**src/rtl/user_req_responder.sv**
```systemverilog
// user_req_responder: target for the U_* request interface, serving strobed writes
// and wrapping burst reads from a local register bank.
module user_req_responder #(
    parameter int DEPTH = 16,
    localparam int AW = $clog2(DEPTH)
) (
    input  logic        clk,
    input  logic        reset,
    input  logic        U_WVALID,
    input  logic [31:0] U_AWADDR,
    input  logic [31:0] U_WDATA,
    input  logic [3:0]  U_STRB,
    input  logic        U_RVALID,
    input  logic [31:0] U_ARADDR,
    input  logic [3:0]  U_BLEN,
    output logic [31:0] U_RDATA,
    output logic        U_RDVALID,
    output logic        U_RLAST,
    output logic        U_BVALID,
    output logic        U_BUSY,
    output logic        U_DROP
);
    typedef enum logic {IDLE, READ} state_t;
    state_t        state;
    logic [31:0]   bank [DEPTH];
    logic [AW-1:0] idx;
    logic [3:0]    cnt;
    logic [AW-1:0] widx;
    logic          unused_addr_bits;
    // byte offset and high address bits alias the bank
    assign widx = U_AWADDR[AW+1:2];
    assign unused_addr_bits = ^{U_AWADDR[31:AW+2], U_AWADDR[1:0], U_ARADDR[31:AW+2], U_ARADDR[1:0]};
    always_ff @(posedge clk) begin
        if (reset) begin
            state     <= IDLE;
            idx       <= '0;
            cnt       <= '0;
            U_RDATA   <= '0;
            U_RDVALID <= 1'b0;
            U_RLAST   <= 1'b0;
            U_BVALID  <= 1'b0;
            U_BUSY    <= 1'b0;
            U_DROP    <= 1'b0;
            for (int i = 0; i < DEPTH; i++) bank[i] <= '0;
        end else begin
            U_RDVALID <= 1'b0;
            U_RLAST   <= 1'b0;
            U_BVALID  <= 1'b0;
            if (state == IDLE) begin
                U_BVALID <= U_WVALID;
                U_DROP   <= U_WVALID && U_RVALID;
                U_BUSY   <= U_RVALID && !U_WVALID;
                if (U_WVALID) begin
                    for (int b = 0; b < 4; b++)
                        if (U_STRB[b]) bank[widx][8*b +: 8] <= U_WDATA[8*b +: 8];
                end else if (U_RVALID) begin
                    idx   <= U_ARADDR[AW+1:2];
                    cnt   <= U_BLEN;
                    state <= READ;
                end
            end else begin
                U_DROP    <= U_WVALID || U_RVALID;
                U_RDATA   <= bank[idx];
                U_RDVALID <= 1'b1;
                idx       <= idx + 1'b1;
                cnt       <= cnt - 1'b1;
                if (cnt == '0) begin
                    U_RLAST <= 1'b1;
                    state   <= IDLE;
                end
            end
        end
    end
endmodule
```
**config.mk**
```make
export PLATFORM = sky130hd
export DESIGN_NAME = user_req_responder
export DESIGN_NICKNAME = d
export VERILOG_FILES = /design/src/rtl/user_req_responder.sv
export SDC_FILE = /design/constraint.sdc
export NUM_CORES = 1
export LEC_CHECK = 0
export BUFFER_PORTS_ARGS = -buffer_cell sky130_fd_sc_hd__buf_2
export CAP_MARGIN = 10
export CORE_UTILIZATION = 53
export DETAILED_ROUTE_END_ITERATION = 12
export GPL_TIMING_DRIVEN = 1
export PLACE_DENSITY_LB_ADDON = 0.25
export REMOVE_ABC_BUFFERS = 1
export SLEW_MARGIN = 20
export SYNTH_ARGS = -nofsm -noshare
export SYNTH_HDL_FRONTEND = slang
export SYNTH_SLANG_ARGS = --single-unit
```
**constraint.sdc**
```tcl
create_clock -name clk -period 5 [get_ports clk]
set_clock_uncertainty 0.1 [all_clocks]
set_input_delay 1.25 -clock clk [delete_from_list [all_inputs] [get_ports clk]]
set_output_delay 1.25 -clock clk [all_outputs]
set_load 0.1 [all_outputs]
```
Yosys cells after proc, flatten, opt, wreduce, memory -nomap -nowiden

Memory sizes are Yosys's and may differ from the RTL's. A register that Yosys moved wholly into a read port is not among the register bits.
Index checks and enable logic that the tools add are counted.

Add/subtract/negate cells: 2
Equal/unequal tests: 1
Multiplexer cells: 38
Bitwise operators: 1
Reductions and logical operators: 10

Operators with widths:

| operator                                                                | number |
|---|---|
| 32-bit two-way mux                                                      | 1 |
| 4-bit two-way mux                                                       | 8 |
| 32-bit OR reduction                                                     | 1 |
| 1-bit two-way mux                                                       | 29 |
| 4-bit by 1-bit adder with 4-bit output, second input constant           | 1 |
| 4-bit logical NOT                                                       | 1 |
| 2-bit OR reduction                                                      | 2 |
| 4-bit by 1-bit subtractor with 4-bit output, second input constant      | 1 |
| 1-bit logical AND                                                       | 2 |
| 2-bit by 1-bit inequality test with 1-bit output, second input constant | 1 |
| 2-bit AND reduction                                                     | 1 |
| 2-bit nonzero test                                                      | 1 |
| 1-bit logical NOT                                                       | 1 |
| 1-bit logical OR                                                        | 1 |
| 1-bit inverter                                                          | 1 |

Register bits: 14
Bits in writable memories: 512
Input bits: 108
Word-level logic and storage cells: 61
Memories: 1

Memory list:

| name | depth | bits a word | rd ports | clocked after Yosys merged registers in | write ports | RTL line | text |
|---|---|---|---|---|---|---|---|
| bank | 16    | 32          | 1        | 1                                       | 16          | 25       | `logic [31:0] bank [DEPTH];` |

Logic depth before layout (Yosys ltp)

Depth after elaboration: 7
Mapped depth: 7
Mapped depth without buffers: 4

Worst setup path after synthesis

Ideal clock, no wire load.

Path type: in2reg
Start: input reset
End: memory bank[15][10] (enable)
Data arrival time: 2230 ps
Data required time: 4591 ps
Slack: 2361 ps
Stages: 5
Cells stage by stage: nor2_4 -> nand3_2 -> buf_2 -> nor2_2 -> or2_2

RTL lines:

| what               | RTL line | text |
|---|---|---|
| start: declaration | 8        | `input logic reset,` |
| end: declaration   | 25       |  |

==> metrics <==
Total GRT Usage=24.3%; CTS max path bufs=3; H-tree depth=2; flops & latches, synth=558; Die W=221 um; ANT nets after route=0; die height=221 um; Crit Path Max Fanout=16; crit path DAT=3.41 ns; leakage=10.3 nW; post-synth top area share=60.5%; Overflow after GRT=0; Comb pwr share=9.8%; DR vias/cell=5.75; met3 routed WL=3730 um; area grow syn2layout=10.2%; number of enable flip-flop cells after synthesis=512; Sw Pwr=2.50 mW; crit path kind=in2reg; asr flop ratio synth=0%; number of buffers created by CTS=56; most used standard cell by instance count after synthesis=and2_1; DRT met1 WL=25,800 um; final hold vios=0; crit end category=flop; Switching Share=24.3%; Synth area leader=edfxtp_1; min Tclk post-route=3.22 ns; die area=0.0489 sq mm; R2R setup slack=2.22 ns; Worst EP required=5.19 ns; mapped cell area=0.0254 sq mm; DRC Markers=0; FILL cells=3,701; Iteration-0 DRC Markers=1,344; first-pass GRT wire length=89,500 um; num rows=79; nets=2,125; Clk pwr share=38.0%; fin cells=2,669; Avg WL per Cell=22.0 um; vias in the first global route=15,054; gpl congestion=0.800; CP startpoint kind=input port; Max Cap Viol=0; outcome=complete, no violations; DR top layer=met5; design area=0.0280 sq mm; internal power=7.79 mW; setup violators final=0; clk_lat worst skew=0.60 ns; Slew Viols, Final=0; initial antenna violation count=4; CTS tree=yes; largest cells by area after synthesis=edfxtp_1, and2_1, mux2i_1, dfxtp_1, nand3_1; Tightest Hold Check Type=reg2reg; final WL=58,800 um; Resized Gates After CTS=0; final worst path period share=64.4%; Setup WS pre-CTS=1.23 ns; Slew headroom=28.7%; yosys warns=0; met2 WL post-DR=27,600 um; Post-DP HPWL=37,300 um; CTS root buf=clkbuf_16; post-CTS setup buffer count=0; Slew @ Worst Pin=1.07 ns; Port Buffers=88; WHS=0.350 ns; sequential group share of total power=52.3%; Reg clk slew, reported paths=0.06 ns; largest net degree at the start of global routing=79; dpl cells=2,564; fin worst setup slack=1.78 ns; Cells after Synth=1,967; Pwr Density=367 mW/mm^2; VDD IR max=0.000284 V; Starting Density=54.2%; Vias=15,343; Synth Area per Inst=12.9 sq um; Most used DFF post-synth=edfxtp_1; layout cells sized above 1=14.0%; unrepaired setup endpoints after global routing=no; Post-CTS Hold Buffers=0; Num Clock Sinks=558; Core Box Area=0.0470 sq mm; Synth top cells by count=and2_1, edfxtp_1, mux2i_1; placed inst area=0.0263 sq mm; Max Fclk=311 MHz; Seq/Total Area, Yosys=64.1%; drt pass-1 iters=5; post-synthesis cell type count=29; Ports=145
==> layer usage <==
layer / GRT usage [%] / vias to the layer above
met1: 34.1 / 7645
met3: 3.70 / 100
met4: 7.49 / 2
li1: - / 7122
met2: 39.3 / 474
met5: 0 / -
==> critical path, stage by stage <==
cell and delay (ns):
buf_2 0.14, nor2_4 0.47, nand3_2 0.57, nor2_1 0.61, or2_2 0.34
==> kinds of logic after synthesis <==
group | Yosys count | synth area share, %
buffers and inverters | 116 | 1.90
AO/OA/AOI/OAI | 145 | 3.63
AND/OR/NAND/NOR | 883 | 19.9
multiplexers | 259 | 10.2
XOR/XNOR | 4 | 0.138
adder cells (fa/ha/maj) | 2 | 0.0984
flip-flops | 558 | 64.1
==> cells in the final DEF (no fill, tap or decap), drive strengths merged, types with 13 or more instances in the layout <==
master,n
and2,515
edfxtp,512
mux2i,258
nand2,107
nand3,106
buf,104
clkbuf,80
nor2,73
a21oi,65
or2,64
a22oi,64
dfxtp,46
clkinv,20
a211oi,15
nor2b,13
==> final cells by class <==
cell class | instances | area [sq um] | share of cell area (%)
antenna | 3 | 7.51 | 0.0268
clock buffer | 80 | 1530 | 5.47
clock inverter | 22 | 145 | 0.518
inverter | 2 | 7.51 | 0.0268
multi-input combinational | 1293 | 8670 | 31.0
sequential | 558 | 16300 | 58.2
tap | 607 | 759 | 2.71
timing repair buffer | 104 | 598 | 2.13
==> power groups by stage <==
stage | logic [mW] | clock network [mW] | registers (mW)
finish | 1.00 | 3.91 | 5.38
global route | 1.06 | 4.12 | 5.40
CTS | 1.00 | 3.95 | 5.38
detailed placement | 1.00 | 0 | 5.48
global placement | 0.985 | 0 | 5.47
floorplan | 0.623 | 0 | 5.68
==> through the flow <==
step	power [mW]	setup TNS, ns	utilization (%)
2_1_floorplan	6.30	-166.20	-
3_3_place_gp	6.45	0	56.1
3_5_place_dp	6.48	0	56.1
4_1_cts	10.3	0	59.7
5_1_grt	10.6	0	59.7
6_report	10.3	0	59.7
==> state kept, by name, summed over array words and instances, names as in the netlist <==
| register | cells |
|---|---|
| idx | 4 |
| U_DROP | 1 |
| U_RDVALID | 1 |
| cnt | 4 |
| U_BVALID | 1 |
| state | 1 |
| U_RLAST | 1 |
| U_BUSY | 1 |
| bank | 512 |
| U_RDATA | 32 |
==> worst paths after layout <==
| check | from | to | depth (start not counted) |
|---|---|---|---|
| hold / removal | U_RDATA[2] | U_RDATA[2] | 2 |
| setup / recovery | reset | bank[6][16] | 5 |
| setup reg to reg | state | bank[6][16] | 4 |
| hold reg to reg | U_RDATA[2] | U_RDATA[2] | 2 |
Note: power is estimated with default switching activity, not from simulation.
